==> src/rtl/score4_move_ctrl.sv <==
`default_nettype none
// +----------------------------------------------------------------------------+
// | Module      : score4_move_ctrl                                             |
// | Description : Writer side of the Score 4 board. Accepts column drops,      |
// |               applies gravity, writes the mover's token into the 7x6       |
// |               panel, toggles the turn, samples the external winner checker |
// |               one cycle after each write and declares win or draw.         |
// | Macro       : SCORE4_MOVE_TIMER_EN enables the idle-move forfeit timer.    |
// | Ports       : clk, rst (sync, active-high), new_game (sync clear)          |
// |               drop_req/drop_col  - drop request, column 0..6 (7 illegal)   |
// |               win_exists/win_player - combinational winner checker inputs  |
// |               drop_rdy  - high in IDLE only                                |
// |               illegal   - 1-cycle pulse on a rejected request              |
// |               panel     - [col][row] cell codes, row 0 = bottom            |
// |               turn      - player to move                                   |
// |               game_over/winner/draw - end-of-game status                   |
// |               timeout   - 1-cycle forfeit pulse (timer build only)         |
// | Revision    : 1.0  initial release                                         |
// +----------------------------------------------------------------------------+
module score4_move_ctrl #(
  parameter logic        FIRST_PLAYER = 1'b0,
  parameter logic [31:0] MOVE_TIMEOUT = 32'd50_000_000
) (
  input  logic                   clk,
  input  logic                   rst,
  input  logic                   new_game,
  input  logic                   drop_req,
  input  logic [2:0]             drop_col,
  input  logic                   win_exists,
  input  logic                   win_player,
  output logic                   drop_rdy,
  output logic                   illegal,
  output logic [6:0][5:0][1:0]   panel,
  output logic                   turn,
  output logic                   game_over,
  output logic                   winner,
  output logic                   draw,
  output logic                   timeout
);

  typedef enum logic [1:0] {
    S_IDLE  = 2'd0,
    S_WRITE = 2'd1,
    S_CHECK = 2'd2,
    S_OVER  = 2'd3
  } state_t;

  state_t           state;
  state_t           state_nx;
  logic [6:0][2:0]  height;
  logic [5:0]       move_cnt;
  logic [2:0]       col;
  logic             clear;
  logic [2:0]       req_height;
  logic             req_legal;

  assign clear     = rst | new_game;
  assign drop_rdy  = (state == S_IDLE);
  assign game_over = (state == S_OVER);

  // Column 7 has no height counter; treat it like a full column.
  always_comb begin
    req_height = 3'd6;
    for (int c = 0; c < 7; c++) begin
      if (drop_col == 3'(c)) req_height = height[c];
    end
    req_legal = (drop_col != 3'd7) && (req_height != 3'd6);
  end

`ifdef SCORE4_MOVE_TIMER_EN
  logic [31:0] idle_cnt;
  logic        expire;
  logic        timeout_r;

  // A request in the expiry cycle takes priority over the forfeit.
  assign expire  = (state == S_IDLE) && !drop_req && (idle_cnt == MOVE_TIMEOUT - 32'd1);
  assign timeout = timeout_r;

  // Held at zero outside IDLE, so it restarts from zero on every entry.
  always_ff @(posedge clk) begin
    if (clear || state != S_IDLE || drop_req || expire) idle_cnt <= 32'd0;
    else                                                 idle_cnt <= idle_cnt + 32'd1;
  end
`else
  logic unused_timeout_cfg;
  assign unused_timeout_cfg = ^MOVE_TIMEOUT;
  assign timeout            = 1'b0;
`endif

  always_ff @(posedge clk) begin
    if (clear) state <= S_IDLE;
    else       state <= state_nx;
  end

  always_comb begin
    state_nx = state;
    case (state)
      S_IDLE:  if (drop_req && req_legal) state_nx = S_WRITE;
      S_WRITE: state_nx = S_CHECK;
      S_CHECK: state_nx = (win_exists || move_cnt == 6'd42) ? S_OVER : S_IDLE;
      S_OVER:  state_nx = S_OVER;
      default: state_nx = S_IDLE;
    endcase
  end

  always_ff @(posedge clk) begin
    if (clear) begin
      panel     <= '0;
      height    <= '0;
      move_cnt  <= 6'd0;
      col       <= 3'd0;
      turn      <= FIRST_PLAYER;
      illegal   <= 1'b0;
      winner    <= 1'b0;
      draw      <= 1'b0;
`ifdef SCORE4_MOVE_TIMER_EN
      timeout_r <= 1'b0;
`endif
    end else begin
      illegal   <= 1'b0;
`ifdef SCORE4_MOVE_TIMER_EN
      timeout_r <= expire;
      if (expire) turn <= ~turn;
`endif
      case (state)
        S_IDLE: begin
          if (drop_req) begin
            if (req_legal) col     <= drop_col;
            else           illegal <= 1'b1;
          end
        end
        S_WRITE: begin
          panel[col][height[col]] <= turn ? 2'b10 : 2'b01;
          height[col]             <= height[col] + 3'd1;
          move_cnt                <= move_cnt + 6'd1;
          turn                    <= ~turn;
        end
        S_CHECK: begin
          // A win on the last free cell is reported as a win, not a draw.
          if (win_exists)              winner <= win_player;
          else if (move_cnt == 6'd42)  draw   <= 1'b1;
        end
        default: ;
      endcase
    end
  end

endmodule
`default_nettype wire
==> config.mk <==
export PLATFORM = sky130hd
export DESIGN_NAME = score4_move_ctrl
export DESIGN_NICKNAME = d
export VERILOG_FILES = /design/src/rtl/score4_move_ctrl.sv
export SDC_FILE = /design/constraint.sdc
export NUM_CORES = 1
export LEC_CHECK = 0
export ABC_AREA = 1
export CAP_MARGIN = 20
export CORE_ASPECT_RATIO = 1.75
export CORE_MARGIN = 2
export CORE_UTILIZATION = 54
export CTS_BUF_LIST = sky130_fd_sc_hd__clkbuf_8
export CTS_CLUSTER_DIAMETER = 60
export DETAILED_ROUTE_END_ITERATION = 7
export MAX_ROUTING_LAYER = met4
export PLACE_DENSITY = 0.91
export SLEW_MARGIN = 10
export SYNTH_ARGS = -nofsm -noshare
export SYNTH_HDL_FRONTEND = slang
export SYNTH_SLANG_ARGS = --single-unit
==> constraint.sdc <==
create_clock -name clk -period 2.6 [get_ports clk]
set_input_delay 0.65 -clock clk [delete_from_list [all_inputs] [get_ports clk]]
set_output_delay 0.65 -clock clk [all_outputs]
set_load 0.005 [all_outputs]
==> impl_metrics.env, run 1 <==
export IMPL_initial_utilization=0.557
export IMPL_syn_area_per_cell_um2=7.31
export IMPL_synth_top_family_by_area="simple AND/OR/NAND/NOR gates"
export IMPL_clkLatencyLatePin_ns=0.44
export IMPL_finalSetupTns_ns=0
export IMPL_drv_slew=0
export IMPL_drive_above_1_share=0.0954
export IMPL_clock_fmax_ghz=0.421
export IMPL_r2r_cells=11
export IMPL_grt_max_degree=59
export IMPL_wl_per_cell_um=15.6
export IMPL_ios=100
export IMPL_setup_viol=0
export IMPL_die_w_um=78.7
export IMPL_die_y_um=135
export IMPL_place_congestion=0.884
export IMPL_dr_pass1_iters=5
export IMPL_yosysSeqAreaShare=0.456
export IMPL_die_area_um2=10600
export IMPL_synth_distinct_cells=32
export IMPL_tightest_slew_ns=0.631
export IMPL_cp_end_kind="flop"
export IMPL_core_um2=9470
export IMPL_async_flop_share=0
export IMPL_synth_top_area_frac=0.456
export IMPL_yosysMostFrequentCell="nand2_1"
export IMPL_rsz0062_at_grt="no"
export IMPL_first_iter_violations=464
export IMPL_synth_edf_count=0
export IMPL_outcome="completed"
export IMPL_numCtsBuffers=17
export IMPL_cp_max_fo=17
export IMPL_path_clk_slew_ns=0.06
export IMPL_synth_nets=733
export IMPL_fp_row_count=47
export IMPL_cp_num_cells=11
export IMPL_cts_tree="done"
export IMPL_clock_sinks=120
export IMPL_leakagePower_nw=2.51
export IMPL_via_per_inst=5.58
export IMPL_stdcell_count=940
export IMPL_wirelength_mm=14.6
export IMPL_path_class="reg -> reg"
export IMPL_hold_buffers=0
export IMPL_arrival_ns=2.75
export IMPL_synth_area_um2=5270
export IMPL_drc=0
export IMPL_clock_root_buffer="clkbuf_8"
export IMPL_synthAdderAreaFrac=0.00712
export IMPL_ys_warn_count=0
export IMPL_worst_path_buf_inv=2
export IMPL_antenna_cells=0
export IMPL_synth_compound_area_frac=0.116
export IMPL_vias=5247
export IMPL_nets=818
export IMPL_synthTopCellsByArea="dfxtp_1 (46%), nand2_1 (12%), nor2_1 (7.6%)"
export IMPL_final_min_clock_period_ns=2.38
export IMPL_powerDensity_nw_per_um2=559
export IMPL_dp_hpwl_mm=10.0
export IMPL_fin_worst_skew_ns=0.0117
export IMPL_critPathTopFamily="flip-flops"
export IMPL_path_cells="inv_4 > nand2_1 > nand2_1 > nand2_1 > nand2_1 > nand2_1 > nand2_4 > ha_1 > xor2_1 > o21ai_0 > inv_1"
export IMPL_synthCells=721
export IMPL_postRouteAntennaNets=0
export IMPL_slew_headroom=0.578
export IMPL_hold_path_depth=2
export IMPL_hp_class="reg -> reg"
export IMPL_path_common_cell="nand2_1"
export IMPL_startpoint_type="flop"
export IMPL_antenna_found_initial=0
export IMPL_maxCapViolCount=0
export IMPL_synth_xor_area_frac=0.00332
export IMPL_grt_overflow_total=0
export IMPL_min_period_over_period=0.915
export IMPL_finish_utilization=0.699
export IMPL_yosysTopAreaCell="dfxtp_1"
export IMPL_synthTopCellsByCount="nand2_1 (163), dfxtp_1 (120), nor2_1 (107)"
export IMPL_slowest_delay_ns=0.69
export IMPL_grt_usage=0.290
export IMPL_grt_pass1_wl_mm=23.4
export IMPL_h_tree_depth=4
export IMPL_slowest_stage="dfxtp_1"
export IMPL_synthFlopType="dfxtp_1"
export IMPL_synth_mux_area_frac=0
export IMPL_ir_worst_vdd_uv=483
export IMPL_area_growth_pct=25.6
export IMPL_clockBufferDepth=2
export IMPL_ys_seq_elements=120
export IMPL_synthSimpleGateAreaFrac=0.323
export IMPL_grt_pass1_vias=5046
export IMPL_worstPathRequired_ns=2.97
export IMPL_post_cts_buffers=0
export IMPL_dp_cells=909
export IMPL_ctsResizeCount=0
export IMPL_hold_violations=0
export IMPL_place_port_buffers=98
-- power by group --
group / internal, mW / switching, mW / total [mW]
Clock: 0.917 / 0.708 / 1.63
Combinational: 0.0594 / 0.163 / 0.222
Sequential: 1.84 / 0.0120 / 1.86
-- flip-flops by register name (all words and copies together), names as in the netlist --
register / cells
turn: 1
state: 2
height: 21
panel: 84
col: 3
draw: 1
winner: 1
illegal: 1
move_cnt: 6
-- per-layer routing --
metal	track usage	up-vias	wire length [um]
li1	-	2526	-
met1	0.306	2431	5320
met2	0.485	231	7650
met3	0.0628	59	920
met4	0.184	0	722
met5	-	-	0
-- cells in the final DEF (no fill, tap or decap), drive strengths merged, types with 13 or more instances in the layout --
master and instances:
a21oi 69, nand2 169, clkdlybuf4s50 98, buf 14
a31oi 13, nor2 116, nand4 34, clkbuf 17
dfxtp 120, nand3 45, inv 61, o21ai 36
-- area by class of cell --
type / instances / area [um2]
Timing Repair Buffer: 112 / 1090
Sequential cell: 120 / 2400
Multi-Input combinational cell: 498 / 2380
Inverter: 57 / 216
Fill cell: 741 / 2850
Clock buffer: 17 / 234
Tap cell: 122 / 153
Clock inverter: 14 / 144
-- logic make-up (layout without fill, tap and decap cells) --
kind of cell | Yosys count | in the layout
AND/OR/NAND/NOR | 374 | 374
flip-flops | 120 | 120
AO/OA/AOI/OAI | 118 | 118
buffers and inverters | 103 | 200
adder cells (fa/ha/maj) | 3 | 3
XOR/XNOR | 2 | 2
other | 1 | 1
-- worst min-delay path: cells and delay by family (launching register included) --
family | cells | cell delay, ns
AOI/OAI and AO/OA | 1 | 0.05
buffers and inverters | 1 | 0.05
DFF | 1 | 0.31
-- path summary, 6_finish.rpt --
check / startpoint / end / slack (ns)
worst max register to register: col[0] / height[14] / 0.22
worst min register to register: panel[24] / panel[24] / 0.44
worst max-delay path: col[0] / height[14] / 0.22
worst min-delay path: panel[24] / panel[24] / 0.44
-- metrics by stage --
stage | hold slack (ns) | setup slack (ns) | cell area (um2) | total power [mW]
6_report | 0.445 | 0.222 | 6620 | 3.70
5_1_grt | 0.468 | 0.0814 | 6620 | 3.83
4_1_cts | 0.448 | 0.266 | 6620 | 3.71
3_5_place_dp | 0.438 | 0.298 | 6240 | 2.12
3_3_place_gp | 0.441 | 0.387 | 6240 | 2.11
2_1_floorplan | 0.438 | 0.590 | 5270 | 2.06
(Power assumes the default switching activity.)
==> run 2, diff against run 1 <==
--- a/config.mk
+++ b/config.mk
@@ -6,15 +6,16 @@
 export NUM_CORES = 1
 export LEC_CHECK = 0
 export ABC_AREA = 1
+export ABC_CLOCK_PERIOD_IN_PS = 2940
 export CAP_MARGIN = 20
 export CORE_ASPECT_RATIO = 1.75
 export CORE_MARGIN = 2
-export CORE_UTILIZATION = 54
+export CORE_UTILIZATION = 58
 export CTS_BUF_LIST = sky130_fd_sc_hd__clkbuf_8
 export CTS_CLUSTER_DIAMETER = 60
 export DETAILED_ROUTE_END_ITERATION = 7
 export MAX_ROUTING_LAYER = met4
-export PLACE_DENSITY = 0.91
+export PLACE_DENSITY = 0.95
 export SLEW_MARGIN = 10
 export SYNTH_ARGS = -nofsm -noshare
 export SYNTH_HDL_FRONTEND = slang
==> constraint.sdc (replaced) <==
create_clock -name clk -period 2.94 [get_ports clk]
set_input_delay 0.735 -clock clk [delete_from_list [all_inputs] [get_ports clk]]
set_output_delay 0.735 -clock clk [all_outputs]
set_load 0.005 [all_outputs]
==> run 2 against run 1 <==
  * Non-clock buffer count fell by 3
  * Final cell count decreased by 0.43%
  * Clock power shrank 17%
  * Core utilization grew 3.4 points
  * Sequential power decreased by 12%
  * Power down 14%
  * Clock skew down 0.0025 ns
  * Routed wire length rose by 6.0%
  * Global-route usage increased by 3.0 points
  * Clock-buffer cell count increased by 4
  * Register-to-register slack better by 0.23 ns
  * Critical endpoint is now panel[53]
  * Largest cell class unchanged
==> impl_metrics.env, run 2 (synthesized netlist as in run 1, its figures left out) <==
export IMPL_h_tree_depth=4
export IMPL_stdcell_count=936
export IMPL_grt_pass1_wl_mm=24.3
export IMPL_drc=0
export IMPL_ios=100
export IMPL_cts_tree="done"
export IMPL_first_iter_violations=331
export IMPL_routed_top_layer="met4"
export IMPL_grt_overflow_total=0
export IMPL_die_area_um2=9900
export IMPL_core_um2=8980
export IMPL_reg_top3="panel: 84 flops, height: 21 flops, move_cnt: 6 flops"
export IMPL_outcome="completed"
export IMPL_hp_class="reg -> reg"
export IMPL_dp_cells=904
export IMPL_r2r_cells=7
export IMPL_dr_pass1_iters=5
export IMPL_hold_ws_ns=0.450
export IMPL_layout_commonest_cell="nand2_1"
export IMPL_startpoint_type="flop"
export IMPL_post_cts_buffers=0
export IMPL_r2r_slack_ns=0.45
export IMPL_largest_reg_flops=84
export IMPL_fill_cells=664
export IMPL_cp_end_kind="flop"
export IMPL_setup_viol=0
export IMPL_leakagePower_nw=2.49
export IMPL_largest_register="panel"
export IMPL_grt_usage=0.320
export IMPL_clockBufferDepth=2
export IMPL_place_port_buffers=98
export IMPL_clock_root_buffer="clkbuf_8"
export IMPL_clock_sinks=120
export IMPL_path_clk_slew_ns=0.07
export IMPL_finalInstanceArea_um2=6590
export IMPL_fin_worst_skew_ns=0.00919
export IMPL_hold_buffers=0
export IMPL_drive_above_1_share=0.0956
export IMPL_place_congestion=0.909
export IMPL_clock_fmax_ghz=0.402
export IMPL_dpl_instance_area_um2=6220
export IMPL_ctsResizeCount=0
export IMPL_wirelength_mm=15.5
export IMPL_area_growth_pct=24.9
export IMPL_cp_max_fo=17
export IMPL_worst_r2r_endpoint="panel[53]"
export IMPL_path_cells="inv_4 > nand3_1 > nor2_1 > nand2_1 > nor2_1 > nand2_1 > a21oi_1"
export IMPL_finalSetupTns_ns=0
export IMPL_min_delay_start="panel[24]"
export IMPL_maxCapViolCount=0
export IMPL_hold_path_depth=2
export IMPL_wl_met3_um=928
export IMPL_slowest_delay_ns=0.70
export IMPL_postRouteAntennaNets=0
export IMPL_numCtsBuffers=17
export IMPL_path_class="reg -> reg"
export IMPL_arrival_ns=2.84
export IMPL_initial_utilization=0.587
export IMPL_slowest_stage="nor2_1"
export IMPL_rsz0062_at_grt="no"
export IMPL_clkLatencyLatePin_ns=0.43
export IMPL_via_per_inst=5.71
export IMPL_min_period_over_period=0.845
export IMPL_powerDensity_nw_per_um2=486
export IMPL_die_y_um=130
export IMPL_drv_slew=0
export IMPL_wl_met2_mm=8.21
export IMPL_dp_hpwl_mm=10.5
export IMPL_tightest_slew_ns=0.910
export IMPL_wl_per_cell_um=16.6
export IMPL_ir_worst_vdd_uv=536
export IMPL_fin_ws_ns=0.454
export IMPL_grt_pass1_vias=5293
export IMPL_hold_violations=0
export IMPL_nets=815
export IMPL_antenna_found_initial=0
export IMPL_fp_row_count=46
export IMPL_vias=5340
export IMPL_pre_cts_slack_ns=0.529
export IMPL_final_cell_mix="nand2_1 (163), dfxtp_1 (119), nor2_1 (106)"
export IMPL_wl_met1_mm=5.39
export IMPL_slew_headroom=0.391
export IMPL_die_w_um=76.1
export IMPL_antenna_cells=0
export IMPL_final_min_clock_period_ns=2.49
export IMPL_grt_max_degree=59
export IMPL_r2r_start="col[0]"
export IMPL_hold_end="panel[24]"
export IMPL_worstPathRequired_ns=3.30
## run 2: changes by cell type in the layout (fill, tap and decap cells not counted)
| cell | previous run | this run |
|---|---|---|
| clkinv_4 | 1 | 0 |
| clkbuf_8 | 17 | 21 |
| clkinvlp_4 | 0 | 1 |
| clkinv_2 | 6 | 7 |
| inv_1 | 55 | 53 |
| buf_4 | 14 | 11 |
| bufinv_16 | 3 | 1 |
## run 2: layout make-up
| cell class | instances | area, um2 | area share |
|---|---|---|---|
| tap | 120 | 150 | 0.0228 |
| clock buffer | 21 | 289 | 0.0439 |
| timing repair buffer | 109 | 1060 | 0.161 |
| multi-input combinational | 498 | 2380 | 0.362 |
| clock inverter | 11 | 80.1 | 0.0122 |
| inverter | 57 | 216 | 0.0329 |
| sequential | 120 | 2400 | 0.365 |
## run 2: worst max path at each step
stage	startpoint	end	slack (ns)	depth (start not counted)
floorplan	col[0]	height[11]	0.93	14
global placement	drop_col[0]	col[2]	0.56	9
detailed placement	drop_col[0]	col[2]	0.53	9
CTS	state[1]	panel[53]	0.50	7
global route	state[1]	panel[53]	0.23	7
finish	col[0]	panel[53]	0.45	7
## run 2: stage by stage
step	util	total power [mW]
global placement	0.693	1.86
global route	0.734	3.30
CTS	0.734	3.20
finish	0.734	3.20
detailed placement	0.693	1.87
floorplan	-	1.82
## run 2: routing by layer
layer | vias to the layer above | global-route usage
met5 | - | -
met4 | 0 | 0.219
met2 | 238 | 0.572
met1 | 2516 | 0.303
li1 | 2515 | -
met3 | 71 | 0.0802
## run 2: critical path, delay by kind of cell, from the launching register on
kind / cells / cell delay [ns]
and+or+nand+nor: 5 / 1.50
DFF: 1 / 0.50
buffers and inverters: 1 / 0.21
AOI/OAI and AO/OA: 1 / 0.19
## run 2: power by group
| group | total (mW) | switching, mW | internal, mW |
|---|---|---|---|
| Clock | 1.36 | 0.624 | 0.740 |
| Sequential | 1.64 | 0.0100 | 1.63 |
| Combinational | 0.195 | 0.144 | 0.0501 |
| Total | 3.20 | 0.778 | 2.42 |
